$ cat src/rtl/bios_host_pkg.sv
// Shared types and character constants for the BIOS console host side.
package bios_host_pkg;

   // Lower-case keyword characters
   localparam logic [6:0] ASCII_LC_A = 7'h61;
   localparam logic [6:0] ASCII_LC_B = 7'h62;
   localparam logic [6:0] ASCII_LC_D = 7'h64;
   localparam logic [6:0] ASCII_LC_E = 7'h65;
   localparam logic [6:0] ASCII_LC_I = 7'h69;
   localparam logic [6:0] ASCII_LC_N = 7'h6E;
   localparam logic [6:0] ASCII_LC_O = 7'h6F;
   localparam logic [6:0] ASCII_LC_P = 7'h70;
   localparam logic [6:0] ASCII_LC_R = 7'h72;
   localparam logic [6:0] ASCII_LC_S = 7'h73;
   localparam logic [6:0] ASCII_LC_T = 7'h74;
   localparam logic [6:0] ASCII_LC_W = 7'h77;

   // Reply characters produced by the BIOS
   localparam logic [6:0] BIOS_ACK_NOP       = 7'h4E; // 'N'
   localparam logic [6:0] BIOS_ACK_BOOT      = 7'h42; // 'B'
   localparam logic [6:0] BIOS_ACK_RST       = 7'h52; // 'R'
   localparam logic [6:0] BIOS_ACK_WRITE     = 7'h57; // 'W'
   localparam logic [6:0] BIOS_ACK_READ      = 7'h52; // 'R'
   localparam logic [6:0] BIOS_ERR_BADCMD    = 7'h45; // 'E'
   localparam logic [6:0] BIOS_ERR_UNKNOWN   = 7'h30; // '0'
   localparam logic [6:0] BIOS_ERR_EXCEPTION = 7'h58; // 'X'

   typedef enum logic [2:0] {
      OP_NOP   = 3'd0,
      OP_BOOT  = 3'd1,
      OP_RST   = 3'd2,
      OP_WRITE = 3'd3,
      OP_READ  = 3'd4
   } bios_op_t;

   typedef enum logic [2:0] {
      ST_OK         = 3'd0,
      ST_BADCMD     = 3'd1,
      ST_UNKNOWN    = 3'd2,
      ST_EXCEPTION  = 3'd3,
      ST_UNEXPECTED = 3'd4,
      ST_TIMEOUT    = 3'd5,
      ST_BADOP      = 3'd6
   } bios_host_status_t;

   // Acknowledge character the BIOS returns for a successful command
   function automatic logic [6:0] bios_ack_char(input logic [2:0] op);
      logic [6:0] ack;
      ack = 7'h00;
      case (op)
         OP_NOP:   ack = BIOS_ACK_NOP;
         OP_BOOT:  ack = BIOS_ACK_BOOT;
         OP_RST:   ack = BIOS_ACK_RST;
         OP_WRITE: ack = BIOS_ACK_WRITE;
         OP_READ:  ack = BIOS_ACK_READ;
         default:  ack = 7'h00;
      endcase
      return ack;
   endfunction

   // Map a reply character to a transaction status; the ack check comes first
   function automatic bios_host_status_t bios_classify(input logic [2:0] op, input logic [6:0] ch);
      bios_host_status_t st;
      if (ch == bios_ack_char(op))        st = ST_OK;
      else if (ch == BIOS_ERR_BADCMD)     st = ST_BADCMD;
      else if (ch == BIOS_ERR_UNKNOWN)    st = ST_UNKNOWN;
      else if (ch == BIOS_ERR_EXCEPTION)  st = ST_EXCEPTION;
      else                                st = ST_UNEXPECTED;
      return st;
   endfunction

endpackage

$ cat src/rtl/bios_host_kw_rom.sv
// Keyword table: (opcode, char index) -> keyword character and last-char flag.
module bios_kw_rom
   import bios_host_pkg::*;
(
   input  logic [2:0] op,
   input  logic [2:0] idx,
   output logic [6:0] kw_char,
   output logic       last
);

   logic [2:0] kw_len;

   // Table lookup; unknown opcodes read as a single zero character
   always_comb begin
      kw_char = 7'h00;
      kw_len  = 3'd1;
      case (op)
         OP_NOP: begin
            kw_len = 3'd3;
            case (idx)
               3'd0:    kw_char = ASCII_LC_N;
               3'd1:    kw_char = ASCII_LC_O;
               default: kw_char = ASCII_LC_P;
            endcase
         end
         OP_BOOT: begin
            kw_len = 3'd4;
            case (idx)
               3'd0:    kw_char = ASCII_LC_B;
               3'd1:    kw_char = ASCII_LC_O;
               3'd2:    kw_char = ASCII_LC_O;
               default: kw_char = ASCII_LC_T;
            endcase
         end
         OP_RST: begin
            kw_len = 3'd3;
            case (idx)
               3'd0:    kw_char = ASCII_LC_R;
               3'd1:    kw_char = ASCII_LC_S;
               default: kw_char = ASCII_LC_T;
            endcase
         end
         OP_WRITE: begin
            kw_len = 3'd5;
            case (idx)
               3'd0:    kw_char = ASCII_LC_W;
               3'd1:    kw_char = ASCII_LC_R;
               3'd2:    kw_char = ASCII_LC_I;
               3'd3:    kw_char = ASCII_LC_T;
               default: kw_char = ASCII_LC_E;
            endcase
         end
         OP_READ: begin
            kw_len = 3'd4;
            case (idx)
               3'd0:    kw_char = ASCII_LC_R;
               3'd1:    kw_char = ASCII_LC_E;
               3'd2:    kw_char = ASCII_LC_A;
               default: kw_char = ASCII_LC_D;
            endcase
         end
         default: begin
            kw_len  = 3'd1;
            kw_char = 7'h00;
         end
      endcase
      last = (idx == kw_len - 3'd1);
   end

endmodule

$ cat src/rtl/bios_host.sv
// Command initiator: sends an opcode's keyword to the BIOS, waits for and classifies the reply.
module bios_host
   import bios_host_pkg::*;
#(
   parameter int DATA_W         = 7,
   parameter int TIMEOUT_CYCLES = 1024
) (
   input  logic              clk,
   input  logic              clk_en,
   input  logic              rst,
   input  logic [2:0]        cmd_op,
   input  logic              cmd_valid,
   output logic              cmd_ready,
   output logic [DATA_W-1:0] o_data,
   output logic              o_valid,
   input  logic              i_out_ready,
   input  logic [DATA_W-1:0] i_data,
   input  logic              i_valid,
   output logic              o_in_ready,
   output logic              done,
   output logic [2:0]        status,
   output logic [DATA_W-1:0] rsp_char
);

   localparam int TIMER_W = (TIMEOUT_CYCLES > 1) ? $clog2(TIMEOUT_CYCLES) : 1;
   localparam logic [TIMER_W-1:0] TIMER_LAST = TIMER_W'(TIMEOUT_CYCLES - 1);

   typedef logic [1:0] host_state_t;
   localparam host_state_t S_IDLE = 2'd0;
   localparam host_state_t S_SEND = 2'd1;
   localparam host_state_t S_WAIT = 2'd2;
   localparam host_state_t S_DONE = 2'd3;

   host_state_t        state_reg, state_next;
   logic [2:0]         op_reg, op_next;
   logic [2:0]         idx_reg, idx_next;
   logic [TIMER_W-1:0] timer_reg, timer_next;
   bios_host_status_t  status_reg, status_next;
   logic [DATA_W-1:0]  rsp_reg, rsp_next;
   logic               last_reg;
   logic               cmd_ready_reg, o_valid_reg, o_in_ready_reg, done_reg;
   logic [DATA_W-1:0]  o_data_reg;
   logic [6:0]         rom_char;
   logic               rom_last;

   // Lookup is addressed with the next op/index so o_data and the last flag are registered
   bios_kw_rom u_kw_rom (
      .op      (op_next),
      .idx     (idx_next),
      .kw_char (rom_char),
      .last    (rom_last)
   );

   // Next-state and datapath decisions for one enabled cycle
   always_comb begin
      state_next  = state_reg;
      op_next     = op_reg;
      idx_next    = idx_reg;
      timer_next  = timer_reg;
      status_next = status_reg;
      rsp_next    = rsp_reg;
      case (state_reg)
         S_IDLE: begin
            // Stray reply characters are accepted here and simply dropped
            if (cmd_valid) begin
               op_next  = cmd_op;
               idx_next = 3'd0;
               if (cmd_op > 3'd4) begin
                  state_next  = S_DONE;
                  status_next = ST_BADOP;
                  rsp_next    = '0;
               end else begin
                  state_next = S_SEND;
               end
            end
         end
         S_SEND: begin
            if (i_out_ready) begin
               idx_next = idx_reg + 3'd1;
               if (last_reg) begin
                  state_next = S_WAIT;
                  timer_next = '0;
               end
            end
         end
         S_WAIT: begin
            // A reply on the final timer cycle still wins over the timeout
            if (i_valid) begin
               rsp_next    = i_data;
               status_next = bios_classify(op_reg, i_data[6:0]);
               state_next  = S_DONE;
            end else if (timer_reg == TIMER_LAST) begin
               rsp_next    = '0;
               status_next = ST_TIMEOUT;
               state_next  = S_DONE;
            end else begin
               timer_next = timer_reg + 1'b1;
            end
         end
         default: begin
            state_next = S_IDLE;
         end
      endcase
   end

   // State and output registers; reset wins over clk_en, clk_en gates everything else
   always_ff @(posedge clk) begin
      if (rst) begin
         state_reg      <= S_IDLE;
         op_reg         <= 3'd0;
         idx_reg        <= 3'd0;
         timer_reg      <= '0;
         status_reg     <= ST_OK;
         rsp_reg        <= '0;
         last_reg       <= 1'b0;
         cmd_ready_reg  <= 1'b1;
         o_valid_reg    <= 1'b0;
         o_data_reg     <= '0;
         o_in_ready_reg <= 1'b1;
         done_reg       <= 1'b0;
      end else if (clk_en) begin
         state_reg      <= state_next;
         op_reg         <= op_next;
         idx_reg        <= idx_next;
         timer_reg      <= timer_next;
         status_reg     <= status_next;
         rsp_reg        <= rsp_next;
         last_reg       <= rom_last;
         cmd_ready_reg  <= (state_next == S_IDLE);
         o_valid_reg    <= (state_next == S_SEND);
         o_data_reg     <= (state_next == S_SEND) ? DATA_W'(rom_char) : '0;
         o_in_ready_reg <= (state_next == S_IDLE) || (state_next == S_WAIT);
         done_reg       <= (state_next == S_DONE);
      end
   end

   assign cmd_ready  = cmd_ready_reg;
   assign o_valid    = o_valid_reg;
   assign o_data     = o_data_reg;
   assign o_in_ready = o_in_ready_reg;
   assign done       = done_reg;
   assign status     = status_reg;
   assign rsp_char   = rsp_reg;

endmodule

$ cat config.mk
export PLATFORM = sky130hd
export DESIGN_NAME = bios_host
export DESIGN_NICKNAME = d
export VERILOG_FILES = /design/src/rtl/bios_host_pkg.sv /design/src/rtl/bios_host_kw_rom.sv /design/src/rtl/bios_host.sv
export SDC_FILE = /design/constraint.sdc
export NUM_CORES = 1
export LEC_CHECK = 0
export ABC_CLOCK_PERIOD_IN_PS = 3100
export CORE_MARGIN = 2
export CORE_UTILIZATION = 47
export CTS_CLUSTER_DIAMETER = 80
export DETAILED_ROUTE_END_ITERATION = 12
export PLACE_DENSITY_LB_ADDON = 0.05
export SYNTH_ARGS = -nofsm -noshare
export SYNTH_HDL_FRONTEND = slang
export SYNTH_SLANG_ARGS = --single-unit
$ cat constraint.sdc
create_clock -name clk -period 3.1 [get_ports clk]
set_clock_uncertainty 0.2 [all_clocks]
set_input_delay 0.93 -clock clk [delete_from_list [all_inputs] [get_ports clk]]
set_output_delay 0.93 -clock clk [all_outputs]
set_load 0.03 [all_outputs]
==> Flow_metrics.wiki <==
{| class="wikitable"
! Metric !! Value
|-
| Run status || finished clean
|-
| Number of antenna repair diodes || 0
|-
| CTS tree || yes
|-
| Number of iterations in the first detailed-routing pass || 4
|-
| Via count of the first global-routing pass || about 2000
|-
| Yosys warning count || 0
|-
| Share of cells above drive strength 1 || around 18%
|-
| Hold Crit Depth || 2
|-
| Worst IR Drop VDD || between 200 and 250 µV
|-
| Number of standard cells after synthesis || between 200 and 300
|-
| Final Hold Fails || 0
|-
| Register area || roughly 780 µm²
|-
| Number of DRC markers after the initial detailed-route iteration || between 80 and 90
|-
| Crit path max-delay cell type || or4_1
|-
| Row Count || 25
|-
| Largest net degree at the start of global routing || 18
|-
| Number of synthesized register bits || 39
|-
| Total grt overflow || 0
|-
| Share of the clock period used by the worst path || between 90% and 100%
|-
| Beginning of the critical path || cmd_valid
|-
| Share of synthesized registers carrying an async set or reset || 0%
|-
| Power, Total || ~1.4 mW
|-
| HPWL reported at the end of detailed placement || 4180 µm
|-
| Crit end category || register
|-
| Startpoint of the lowest-slack hold path || cmd_ready
|-
| Total power density per cell area || ~430 nW/µm²
|-
| Top cells by area in the synthesized netlist || dfxtp_1, nor2_1, a21oi_1
|-
| Count of flip-flops with a built-in enable after synthesis || 0
|-
| Setup violation total in the final timing report || 0
|-
| Number of violations of the max-capacitance limit || 0
|-
| Effective utilization at floorplan || between 40 and 50%
|-
| List of most frequent post-synthesis cells || dfxtp_1, nor2_1, nand2_1
|-
| Number of vias after detailed routing || 2271
|-
| Total of hold buffers inserted after clock tree synthesis || 0
|-
| Worst hold endpoint || cmd_ready
|-
| Total cell area at the placement stage || ~3000 µm²
|-
| Post-route standard cell area excluding fillers || 3110 µm²
|-
| TritonCTS Buffers || 5
|-
| Number of port buffers || 36
|-
| Later-pin clock latency in the skew report || ~290 ps
|-
| Routed Wire Length || between 5000 and 6000 µm
|-
| Number of nets in the layout || about 360
|-
| FF-to-FF path depth || 8
|-
| Cell type contributing the most total cell area after synthesis || dfxtp_1
|-
| Final core utilization || around 65%
|-
| Total nets after synthesis || ~300
|-
| Total routing resource utilization after global routing || a little over a fifth
|-
| Share of the synthesized area in the top cell type || approximately 33%
|-
| Signed area change from the synthesized netlist to the final layout || 33.1%
|-
| Pre-CTS setup slack || -405 ps
|-
| Routed Antenna Nets || 0
|-
| Clock sink total || 39
|-
| Hold/Removal Path Class || reg2reg
|-
| Clock tree root driver cell || clkbuf_8
|-
| Cell area after synthesis || approximately 2300 µm²
|-
| Combined area of the multi-input logic cells || around 1500 µm²
|-
| Sum Neg Setup Slack || 0 ps
|-
| Drc violations || 0
|-
| Worst hold margin || 266 ps
|-
| Nature of the critical path startpoint || input pin
|-
| Category of the most critical setup path || in2reg
|-
| Sequential share of the synthesized area || 33.4%
|-
| Filler cells || 420
|-
| Slack of the worst reg-to-reg path || between 500 and 600 ps
|-
| Slew of the pin with the lowest slew margin || ~740 ps
|-
| Placer's final routability congestion estimate || 0.901
|-
| IO Count || 37
|-
| Via/cell ratio || about 5.5
|-
| Achievable Freq || 343 MHz
|-
| Cell variety after synth || roughly 60
|-
| Delay of the slowest cell on the worst path || roughly 390 ps
|-
| Pins over their slew limit || 0
|-
| Deepest clock path buffer count || 2
|-
| Routed len/inst || 13.6 µm
|-
| Die H || between 70 and 80 µm
|-
| Worst path cell trace || dlygate4sd2_1, nor3b_4, buf_6, mux2i_2, nand2_1, ha_1, xor2_1, or4_1, o32ai_1
|-
| Width of the chip || 74.5 µm
|-
| Die outline area || roughly 5600 µm²
|-
| Antenna violations before repair || 0
|-
| Avg Inst Size Synth || 8.26 µm²
|-
| Number of cells in the design after placement || 403
|-
| Wire length of the first global-routing pass || 9420 µm
|-
| Final Worst Setup Slack || between 150 and 200 ps
|-
| Predominant post-synthesis flop cell || dfxtp_1
|-
| Clock Pin Slew Worst Setup and Hold Paths || 80 ps
|-
| Data required time of the critical path || just over 3000 ps
|-
| Worst max-slew margin expressed relative to the limit || 50.3%
|-
| Htree depth || 2
|-
| Time the final worst path needs with I/O delays and setup || about 3000 ps
|-
| Maximum net fanout on the critical path || 5
|-
| Core Box Area || 4750 µm²
|-
| Data arrival, critical path || 2910 ps
|-
| Setup repair after global routing missed its margin || false
|-
| RR Startpoint || state_reg[0]
|-
| Max reg flops || 10
|-
| Final non-filler cell total || ~400
|-
| Endpoint of the worst register-to-register path || last_reg
|-
| Leakage power || roughly 1.1 nW
|}
## repair_timing
item	in CTS	in global routing
resized for setup	4	0
buffers inserted	2	0
setup endpoints to repair	1	0
## metal layers
layer  part of all wire [%]  up-vias  global-route usage [%]
met5                      0        -                       0
met4                    1.1        0                    6.75
met3                    4.1        9                    3.93
met2                     48       53                    35.7
met1                     46     1045                    29.1
li1                       -     1164                       -
## critical path, delay by kind of cell
kind                       cells  cell delay, ps
adders and majority gates      1             300
and+or+nand+nor                3             750
AOI/OAI and AO/OA              1             120
buffers and inverters          2             400
xor gates and xnor gates       1             160
muxes                          1             250
## power by group
group	switching [mW]	internal (mW)	leakage, nW	total [mW]
clock network	0.169	0.236	0.0513	0.405
registers	0.0304	0.524	0.317	0.555
logic	0.199	0.194	0.776	0.394
total	0.399	0.954	1.15	1.35
## how the worst max path moves through the flow
| stage | end | slack [ps] | depth (start not counted) |
|---|---|---|---|
| after floorplan | last_reg | 60 | 8 |
| after global placement | last_reg | -350 | 8 |
| after detailed placement | last_reg | -400 | 9 |
| after CTS | last_reg | 190 | 9 |
| after global routing | timer_reg[6] | 90 | 8 |
| final | last_reg | 180 | 9 |
## cell type report
class,instances,share of cell area (%)
Multi-Input combinational cell,221,47.3
Sequential cell,39,25.1
Timing Repair Buffer,73,21.0
Tap cell,67,2.69
Clock buffer,6,2.33
Clock inverter,1,0.965
Inverter,5,0.603
## kinds of logic after synthesis
kind of cell	share of synthesized area, %
adders and majority gates	1.61
muxes	4.92
AOI/OAI and AO/OA	25.2
xor gates and xnor gates	4.12
buffers and inverters	4.39
and+or+nand+nor	26.4
DFF	33.4
## placed cells by master (no fill, tap or decap), drive strengths merged, types with 2 or more instances in the layout
cell | netlist | final
dfxtp | 39 | 39
nor3 | 7 | 7
mux2 | 4 | 4
nor4b | 2 | 2
nor3b | 5 | 5
inv | 5 | 5
and2 | 3 | 3
nand2 | 20 | 20
a22oi | 9 | 9
a21oi | 18 | 18
buf | 7 | 37
a31oi | 5 | 5
nand3 | 7 | 7
clkbuf | 11 | 6
a221oi | 4 | 4
a211oi | 11 | 11
nor2b | 10 | 10
ha | 3 | 3
o31ai | 3 | 3
o211ai | 3 | 3
and3b | 2 | 2
nor2 | 39 | 39
o21ai | 14 | 14
a221o | 3 | 3
nand2b | 2 | 2
mux2i | 7 | 7
or3 | 3 | 3
and4 | 2 | 2
xnor2 | 10 | 10
and3 | 4 | 4
clkdlybuf4s50 | 0 | 35
nand4 | 4 | 4
No activity file was read; power rests on OpenSTA's default activity.
